`src/rtl/pwm_comp_gen.sv`:
```
// Centre-aligned PWM comparator generator: turns a 0..STEPS duty code into a
// pulse that is high duty/2 steps at the start of each period and the rest at the end.
module pwm_comp_gen #(
    parameter int WIDTH    = 7,
    parameter int STEPS    = 100,
    parameter int TICK_DIV = 10
) (
    input  logic             clk,
    input  logic             rst_n,
    input  logic [WIDTH-1:0] duty_in,
    input  logic             duty_valid,
    output logic             duty_ready,
    output logic             comp,
    output logic             period_start,
    output logic [WIDTH-1:0] active_duty
);

    localparam int TW = (TICK_DIV > 1) ? $clog2(TICK_DIV) : 1;
    localparam int SW = (STEPS > 1) ? $clog2(STEPS) : 1;
    localparam int CW = ((SW > WIDTH) ? SW : WIDTH) + 1;

    localparam logic [TW-1:0]    TICK_LAST = TW'(TICK_DIV - 1);
    localparam logic [SW-1:0]    STEP_LAST = SW'(STEPS - 1);
    localparam logic [WIDTH-1:0] STEPS_W   = WIDTH'(STEPS);
    localparam logic [CW-1:0]    STEPS_X   = CW'(STEPS);

    logic [TW-1:0]    tick_cnt_q, tick_cnt_d;
    logic [SW-1:0]    step_cnt_q, step_cnt_d;
    logic             started_q, started_d;
    logic [WIDTH-1:0] shadow_q, shadow_d;
    logic             shadow_full_q, shadow_full_d;
    logic [WIDTH-1:0] active_q, active_d;
    logic             comp_q, comp_d;
    logic             period_start_q, period_start_d;

    logic             boundary;
    logic             transfer;
    logic [WIDTH-1:0] duty_clamped;
    logic [CW-1:0]    step_x, lo_x, hi_x;

    assign boundary     = started_q && (tick_cnt_q == TICK_LAST) && (step_cnt_q == STEP_LAST);
    assign transfer     = duty_valid && !shadow_full_q;
    assign duty_clamped = (duty_in > STEPS_W) ? STEPS_W : duty_in;

    // Period timebase. The first clock after reset release is held at count 0
    // so that period_start marks a full-length first period.
    always_comb begin
        // NOTE: every signal gets its hold value first so no path leaves it
        // unassigned, which is what keeps this block free of latches.
        tick_cnt_d     = tick_cnt_q;
        step_cnt_d     = step_cnt_q;
        started_d      = started_q;
        period_start_d = 1'b0;
        if (!started_q) begin
            started_d      = 1'b1;
            period_start_d = 1'b1;
        end else if (tick_cnt_q == TICK_LAST) begin
            tick_cnt_d = '0;
            if (step_cnt_q == STEP_LAST) begin
                step_cnt_d     = '0;
                period_start_d = 1'b1;
            end else begin
                step_cnt_d = step_cnt_q + SW'(1);
            end
        end else begin
            tick_cnt_d = tick_cnt_q + TW'(1);
        end
    end

    // Shadow register and boundary load. A full shadow keeps ready low, so a
    // load and a new transfer can never coincide.
    always_comb begin
        shadow_d      = shadow_q;
        shadow_full_d = shadow_full_q;
        active_d      = active_q;
        if (boundary && shadow_full_q) begin
            active_d      = shadow_q;
            shadow_full_d = 1'b0;
        end else if (transfer) begin
            shadow_d      = duty_clamped;
            shadow_full_d = 1'b1;
        end
    end

    // Comparator is evaluated on next-state values so comp_q lines up with
    // step_cnt_q and active_q; odd duties put the extra step at the end.
    always_comb begin
        step_x = CW'(step_cnt_d);
        lo_x   = CW'(active_d >> 1);
        hi_x   = CW'(active_d) - lo_x;
        comp_d = (step_x < lo_x) || (step_x >= (STEPS_X - hi_x));
    end

    // NOTE: state registers use non-blocking assignments so every flop samples
    // the pre-edge value of every other flop regardless of statement order.
    always_ff @(posedge clk or negedge rst_n) begin
        if (!rst_n) begin
            tick_cnt_q     <= '0;
            step_cnt_q     <= '0;
            started_q      <= 1'b0;
            shadow_q       <= '0;
            shadow_full_q  <= 1'b0;
            active_q       <= '0;
            comp_q         <= 1'b0;
            period_start_q <= 1'b0;
        end else begin
            tick_cnt_q     <= tick_cnt_d;
            step_cnt_q     <= step_cnt_d;
            started_q      <= started_d;
            shadow_q       <= shadow_d;
            shadow_full_q  <= shadow_full_d;
            active_q       <= active_d;
            comp_q         <= comp_d;
            period_start_q <= period_start_d;
        end
    end

    assign duty_ready   = !shadow_full_q;
    assign comp         = comp_q;
    assign period_start = period_start_q;
    assign active_duty  = active_q;

endmodule
```
`config.mk`:
```
export PLATFORM = sky130hd
export DESIGN_NAME = pwm_comp_gen
export DESIGN_NICKNAME = d
export VERILOG_FILES = /design/src/rtl/pwm_comp_gen.sv
export SDC_FILE = /design/constraint.sdc
export NUM_CORES = 1
export LEC_CHECK = 0
export CAP_MARGIN = 25
export CORE_MARGIN = 8
export CORE_UTILIZATION = 50
export DETAILED_ROUTE_END_ITERATION = 10
export PLACE_DENSITY_LB_ADDON = 0.05
export SYNTH_ARGS = -nofsm -noshare
export SYNTH_HDL_FRONTEND = slang
export SYNTH_SLANG_ARGS = --single-unit
```
`constraint.sdc`:
```
create_clock -name clk -period 4.55 [get_ports clk]
set_input_delay 0.455 -clock clk [delete_from_list [all_inputs] [get_ports clk]]
set_output_delay 0.455 -clock clk [all_outputs]
set_load 0.1 [all_outputs]
```
==> metrics.txt <==
status=completed; critical path required time=4690 ps; Synth Area in XOR/XNOR=6.14%; P_int=0.513 mW; clock transition at the registers of the reported paths=60 ps; layout cells sized above 1=11.3%; post-synthesis adder-cell area fraction=14.6%; IO buf count=19; DP Area=0.00209 mm2; antenna violations before repair=0; Switch Pwr=0.234 mW; fin crit period=3820 ps; die area=0.00592 mm2; Net Sw Frac=31.3%; max-cap viol count=0; fin. max-slew vios=0; Mapped Area=0.00186 mm2; Post-Layout Cell Count=252; Ant. Diodes=0; initial core utilization=51.5%; worst hold start=shadow_q[4]; Placed Cells=244; CTS resizes=0; mux cell area share after synthesis=6.68%; ys async rst share=100%; RSZ-0062 raised after global routing=false; PwrDens=341 mW/mm2; Synth Area in Simple Gates=16.8%; crit-path max cell delay=460 ps; wire per inst=13.8 um; TritonCTS Buffers=5; Root Buffer=clkbuf_8; VDD IR-drop max=0.000185 V; Worst Reg2Reg Path Length in Cells=16; vias in the first global route=1433; CTS Sinks=29; part of the power in the clock network=31.0%; critical path class=reg -> reg; main combinational cell family by area after synthesis=simple AND/OR/NAND/NOR gates; area leader, netlist=dfrtp_1; Main synth FF type=dfrtp_1; Rel. slew slack=34.4%; largest net degree at the start of global routing=30; synth warn=0; Cells after Synth=179; Pleak=1.09 nW; top cell type's share of synthesized area=39.1%; drt pass-1 iters=4; combinational fraction of design power=23.1%; DRC=0; max frequency=262 MHz; Die H=76.9 um; Final Hold Viols=0; TritonCTS clock tree=built; clock latency on the worst-skew pair=280 ps; sequential power share=46.0%; sequential fraction of the synthesis area=39.1%; Slew @ Worst Pin=980 ps; Mapped Avg Cell Area=10.4 um2; I/O pin count=20; Worst R2R End=comp; Core Util, Final=60.8%; #FFs+latches synth=29; core area=0.00361 mm2; Compound-Gate Fraction of Synth Area=11.8%; post-route cell area=0.00219 mm2; crit share post-route=84.0%; CTS H-Tree Depth=2; final wirelength=3490 um; gpl congestion=0.776; Hold Buf Count CTS=0; CP Capture Type=flop; postcts setup bufs=0; layout overhead on the synthesized area=18.1%; Clock Skew=6.57 ps; top cells by area, synth=dfrtp_1 39%, ha_1 13%, xnor2_1 5.2%; worst hold path cell count=1; grt ovf=0; Power Total=0.747 mW; Die W=76.9 um; DP HPWL=2800 um; crit-path cells=nor4b_4, nand4_4, mux2_2, inv_1, ha_1, inv_1, ha_1, a21o_1, a21oi_1, o21bai_1, a21oi_1, xnor2_1, ha_1, a21o_1, a31oi_1, o32ai_1; Crit. Startpoint=step_cnt_q[3]; Syn Nets=210; Post-synth EDFFs=0; Worst Hold End=shadow_q[4]; Cell Rows=22; CP Launch Type=flop; Critical Path AT=3970 ps; setup slack, reg-to-reg=730 ps; Crit-path slowest cell=dfrtp_1; clock buffer depth=2; via count=1372; Final ANT Viol Nets=0; synth unique cells=44; CP Max Fanout=10; CP most frequent cell=ha_1; first-pass GRT wire length=6220 um; Via density=5.44; Critical R2R Launch=step_cnt_q[3]; final setup violation count=0; hold crit path type=reg -> reg; setup TNS=0 ps; all-layer global routing usage=12.7%; DRT iter0 DRCs=52; Layout Nets=234
-- sequential cells by signal, summed over array words and instances, names as in the netlist --
register	cells
shadow_q	7
comp	1
step_cnt_q	7
tick_cnt_q	4
shadow_full_q	1
started_q	1
period_start	1
active_duty	7
-- synth_stat cells, types with 4 or more instances --
cell type,instances
xnor2_1,11
nor2_1,11
a21o_1,5
nand2_1,12
nand3_1,6
inv_1,16
a22o_1,4
a21oi_1,8
dfrtp_1,29
ha_1,20
mux2_2,6
o21ai_0,5
-- cells by family after synthesis --
kind of cell	after synthesis
adder cells (fa/ha/maj)	21
buffers and inverters	20
AND/OR/NAND/NOR	52
flip-flops	29
multiplexers	10
other	1
XOR/XNOR	13
AO/OA/AOI/OAI	33
-- cell type report --
| class | instances | area [um2] |
|---|---|---|
| fillers | 313 | 1420 |
| multi-input cells | 130 | 1040 |
| flip-flops and latches | 29 | 726 |
| repair buffers | 20 | 198 |
| clock buffers | 7 | 96.3 |
| inverters | 17 | 63.8 |
| well taps | 48 | 60.1 |
| clock inverters | 1 | 5.00 |
-- cells in the final DEF, fill, tap and decap left out, types with 4 or more instances in the layout --
cell	n
a22o_1	4
nand3_1	6
dfrtp_1	29
a21oi_1	8
nand2_1	12
o21ai_0	5
nor2_1	11
xnor2_1	11
clkdlybuf4s50_1	19
mux2_2	6
ha_1	20
inv_1	16
a21o_1	5
clkbuf_8	7
-- through the flow --
stage | hold slack [ps] | setup WS [ps]
after floorplan | 159 | 1030
after global placement | 490 | 827
after detailed placement | 496 | 708
after CTS | 509 | 694
after global routing | 524 | 444
final | 505 | 727
-- power groups by stage --
stage                     Combinational, mW  Clock (mW)  Sequential [mW]
after CTS                             0.175       0.238            0.343
after floorplan                       0.129           0            0.349
after global routing                  0.190       0.250            0.351
after detailed placement              0.174           0            0.348
after global placement                0.169           0            0.346
final                                 0.172       0.231            0.344
-- worst max path at each step --
| stage | to | slack [ps] | cells past startpoint |
|---|---|---|---|
| after floorplan | comp | 1030 | 17 |
| after global placement | comp | 830 | 16 |
| after detailed placement | comp | 710 | 16 |
| after CTS | comp | 690 | 16 |
| after global routing | comp | 440 | 17 |
| final | comp | 730 | 16 |
-- worst max-delay path: cells and delay by family (launching register included) --
kind            cells  cell delay, ps
compound gates      7            1060
flops               1             460
xor+xnor            1             140
mux                 1             320
simple gates        2             700
fa+ha+maj           3             870
buf+inv             2             120
-- metal layers --
metal / vias to the layer above / global-route usage [%] / wire, um
met5: - / 0 / 0
met4: 0 / 4.62 / 51
met3: 6 / 4.66 / 165
met2: 22 / 22.7 / 1790
met1: 667 / 13.2 / 1490
li1: 677 / - / -
(Power assumes the default switching activity.)
==> patch 1: new RTL, same flow settings <==
The parameter `WIDTH` goes from 7 to 14.
--- a/src/rtl/pwm_comp_gen.sv
+++ b/src/rtl/pwm_comp_gen.sv
@@ -3,3 +3,3 @@
 module pwm_comp_gen #(
-    parameter int WIDTH    = 7,
+    parameter int WIDTH    = 14,
     parameter int STEPS    = 100,
Ports: changed (resized active_duty and duty_in); port bits go from 20 to 34. The function was not compared with the original's and may differ.
==> patch 1 against the unedited design <==
- first-iteration DRC count increased to 2.7 times the old value
- count of clock-buffer cells in the layout decreased by 1
- design area increased by 76%
- largest cell class unchanged
- highest routed layer unchanged
- synthesized area increased by 58%
- fmax decreased by 13%
- routed wire length increased by 100%
- total power increased by 40%
- sequential cell count increased by 14
- setup slack got worse by 0.55 ns
- non-clock buffer count increased by 39
==> patch 1: results (changes against the unedited design) <==
======================================================================================
Result of the run ....................................................... complete, no violations
CP arrival ..............................................................      4.60 ns   +0.63 ns
Area used by sequential logic in the layout .............................  0.00108 mm2   +48%
Number of multi-input combinational cells in the layout .................          228   +75%
Placed cell count .......................................................          426   +75%
Proportion of synthesized chip area in sequential cells .................        36.6%   -2.5 points
Fill cell total of the finished layout ..................................          458   +46%
Initial drt markers .....................................................          138   +170%
Area Overhead vs Synth ..................................................        30.8%
Vias after detailed routing .............................................         2408   +76%
Commonest cells post-synth .............................................. dfrtp_1, ha_1, inv_1, nand2_1, nor2_1
M1 WL ...................................................................      3650 um   +150%
Fraction of layout instances using a drive strength above 1 .............        17.5%   +6.2 points
Classification of the worst-slack hold path ............................. input pin to asynchronous set/reset pin
Dpl ws ..................................................................    0.0629 ns   -0.645 ns
Crit path largest cell delay ............................................      0.51 ns   +0.05 ns
Synth unique cells ......................................................           54   +23%
Wire length of the first global-routing pass ............................     11000 um   +76%
Max-slew headroom .......................................................        33.6%   -0.79 points
Number of I/O port buffers ..............................................           33   +14
Maximum ir drop on the vdd rail .........................................     0.296 mV   +60%
Library cell contributing the largest single delay on the critical path .        or4_1
Detailed route wirelength on metal2 .....................................      3010 um   +68%
Vias in the first global route ..........................................         2261   +58%
Syn Nets ................................................................          361   +72%
DIE WIDTH ...............................................................      92.7 um   +20%
Largest cells by area after synthesis ................................... dfrtp_1, ha_1, mux2i_1, inv_1, nand2_1
Clock network share of area .............................................        3.45%   -1.2 points
Number of cells on the worst reg-to-reg path ............................           19   +3
Share of total power in the clock network ...............................        33.5%   +2.5 points
Max FO, Critical Path ...................................................            6   -4
Per-instance average area after synthesis ...............................     9.52 um2   -8.2%
Cell Pwr Density ........................................................   273 mW/mm2   -20%
Weighted congestion reported at the end of routability-driven placement .        0.890   +15%
Post-layout nets ........................................................          422   +80%
======================================================================================
## patch 1: path summary, 6_finish.rpt
kind	to	start	slack [ns]
max	comp	step_cnt_q[0]	0.18
min in group clk	shadow_q[13]	shadow_q[13]	0.51
min reg2reg	shadow_q[13]	shadow_q[13]	0.51
min	tick_cnt_q[0]	rst_n	0.49
max reg2reg	comp	step_cnt_q[0]	0.18
max in group asynchronous	step_cnt_q[0]	rst_n	3.65
## patch 1: what timing repair did
item	in CTS	in global routing
gates resized for setup	0	28
hold buffers	0	1
hold endpoints to repair	0	2
setup endpoints to repair	0	1
setup buffers	0	9
## patch 1: cells by family after synthesis
logic type / after synthesis / synth area share [%]
multiplexers: 18 / 6.30
flip-flops: 43 / 36.6
AND/OR/NAND/NOR: 92 / 15.7
buffers and inverters: 38 / 4.94
adder cells (fa/ha/maj): 35 / 15.1
other: 1 / 0.128
AO/OA/AOI/OAI: 73 / 18.5
XOR/XNOR: 9 / 2.68
==> patch 2: new RTL, same flow settings <==
Without the edit above. Make the reset (`rst_n`) synchronous in one clocked block.
--- a/src/rtl/pwm_comp_gen.sv
+++ b/src/rtl/pwm_comp_gen.sv
@@ -95,3 +95,3 @@
     // the pre-edge value of every other flop regardless of statement order.
-    always_ff @(posedge clk or negedge rst_n) begin
+    always_ff @(posedge clk) begin
         if (!rst_n) begin
Behaviour: differs if rst_n is asserted again (counterexample within 4 cycles, from zero or initial values and one cycle with rst_n low); with rst_n held inactive, the same outputs for 10 cycles.
==> patch 2 against the unedited design <==
- synthesized area grew 0.13%
- sequential share of layout area is 6.8 points lower
- count of clock-buffer cells in the layout is the same
- setup slack got worse by 0.35 ns
- global-route usage hardly changed
- design area rose by 0.86%
- routed wire length increased by 8.9%
- sequential cell count unchanged
- highest routed layer unchanged
Power is not compared: it rests on default switching activity, and its combinational part moved more than twofold at a synthesized area within 25%.
==> patch 2: results (changes against the unedited design) <==
======================================================================================
Result of the run ....................................................... complete, no violations
Classification of the worst-slack hold path ............................. register to register
Library cell contributing the largest single delay on the critical path .      dfxtp_1
End of the worst register-to-register path ..............................         comp
Total inserted antenna cells ............................................            0   unchanged
Resize count post-CTS ...................................................            0   unchanged
Final non-filler cell area ..............................................  0.00221 mm2   +0.86%
Vias in the first global route ..........................................         1437   +0.28%
Worst Hold Endpoint ..................................................... shadow_full_q
Hold path startpoint .................................................... shadow_full_q
Synth unique cells ......................................................           42   -4.5%
Max capacitance violation total .........................................            0   unchanged
Detailed-placement wirelength estimate ..................................      2900 um   +3.4%
Proportion of synthesized chip area in sequential cells .................        31.2%   -7.9 points
Fraction of layout instances using a drive strength above 1 .............        11.7%   +0.38 points
Fill cell total of the finished layout ..................................          293   -6.4%
Count of flip-flops with a built-in enable after synthesis ..............            0   unchanged
Weighted congestion reported at the end of routability-driven placement .        0.855   +10%
Overall routed net length ...............................................      3800 um   +8.9%
Total GRT Usage .........................................................        12.7%   +0.017 points
Clock tree root driver cell .............................................     clkbuf_8
Post-DR vias/cell .......................................................         5.37   -1.5%
Max-slew headroom .......................................................        34.9%   +0.45 points
Max FO, Critical Path ...................................................           10   unchanged
Wire length of the first global-routing pass ............................      6310 um   +1.6%
Post-placement cell area ................................................  0.00209 mm2   +0.18%
Largest cells by area after synthesis ................................... dfxtp_1, ha_1, nor2b_1, mux2i_1, xnor2_1
Hold path cells .........................................................            2   +1
Clock buffer count from CTS .............................................            5   unchanged
Placed cell count .......................................................          263   +7.8%
Maximum ir drop on the vdd rail .........................................     0.198 mV
Per-instance average area after synthesis ...............................     9.34 um2   -9.9%
Drt pass-1 iters ........................................................            5   +1
Syn Nets ................................................................          229   +9.0%
Post-synth ARST share ...................................................           0%   -100 points
Maximum root-to-sink buffer count .......................................            2   unchanged
Commonest cells post-synth .............................................. dfxtp_1, ha_1, nor2b_1, inv_1, nor2_1
Crit path largest cell delay ............................................      0.43 ns   -0.03 ns
Initial drt markers .....................................................          101   +94%
Startpoint of the lowest-slack register-to-register path ................ step_cnt_q[0]
CP arrival ..............................................................      4.32 ns   +0.35 ns
Final routed wire length divided by cell count ..........................      14.0 um   +1.2%
Number of cells on the worst reg-to-reg path ............................           18   +2
Clock Skew ..............................................................   0.00730 ns   +0.000727 ns
Post-layout nets ........................................................          252   +7.7%
Reg-to-reg setup timing slack ...........................................      0.38 ns   -0.35 ns
Pin count of the biggest net entering global routing ....................           31   +3.3%
======================================================================================
==> patch 2: cell type report <==
cell class                 instances  area [um2]  area share (%)
multi-input combinational        153        1200            54.4
clock buffer                       7        86.3            3.91
clock inverter                     1        30.0            1.36
inverter                          12        45.0            2.04
tap                               48        60.1            2.72
sequential                        29         581            26.3
timing repair buffer              21         205            9.29
==> patch 2: critical path: cells and delay by family, from the launching register on <==
kind | cells | cell delay, ns
fa+ha+maj | 4 | 1.10
xor+xnor | 1 | 0.14
compound gates | 7 | 1.14
mux | 1 | 0.42
buf+inv | 3 | 0.42
simple gates | 2 | 0.39
flops | 1 | 0.43
==> patch 2: metal layers <==
| layer | track usage, % | vias up | routed length, um |
|---|---|---|---|
| met4 | 4.81 | 0 | 44 |
| li1 | - | 740 | - |
| met3 | 3.50 | 5 | 139 |
| met5 | 0 | - | 0 |
| met2 | 21.8 | 33 | 1870 |
| met1 | 14.6 | 676 | 1740 |
==> patch 2: power breakdown <==
part / internal (W) / switching (W)
clock: 0.000178 / 0.0000981
combinational: 0.0000181 / 0.0000221
sequential: 0.000261 / 0.00000675
==> patch 2: cells by family (layout without fill, tap and decap cells) <==
| kind of cell | count (synthesis) | count (layout) | share of synthesized area (%) |
|---|---|---|---|
| adder cells (fa/ha/maj) | 20 | 20 | 13.9 |
| buffers and inverters | 17 | 41 | 4.04 |
| AND/OR/NAND/NOR | 72 | 72 | 22.5 |
| flip-flops | 29 | 29 | 31.2 |
| multiplexers | 12 | 12 | 7.54 |
| XOR/XNOR | 13 | 13 | 7.14 |
| AO/OA/AOI/OAI | 36 | 36 | 13.7 |
==> patch 2: stage by stage <==
| stage | util (%) | hold slack (ns) | setup WS (ns) |
|---|---|---|---|
| floorplan | - | 0.482 | 0.762 |
| global placement | 58.1 | 0.502 | 0.565 |
| CTS | 61.3 | 0.554 | 0.356 |
| finish | 61.3 | 0.548 | 0.376 |
| global route | 61.3 | 0.580 | 0.0668 |
| detailed placement | 58.1 | 0.536 | 0.388 |
==> patch 2: how the worst max path moves through the flow <==
stage | start | cells past startpoint | to | slack (ns)
floorplan | step_cnt_q[0] | 18 | comp | 0.76
global placement | step_cnt_q[0] | 18 | comp | 0.57
detailed placement | step_cnt_q[0] | 18 | comp | 0.39
CTS | step_cnt_q[0] | 18 | comp | 0.36
global route | step_cnt_q[0] | 18 | comp | 0.07
finish | step_cnt_q[0] | 18 | comp | 0.38
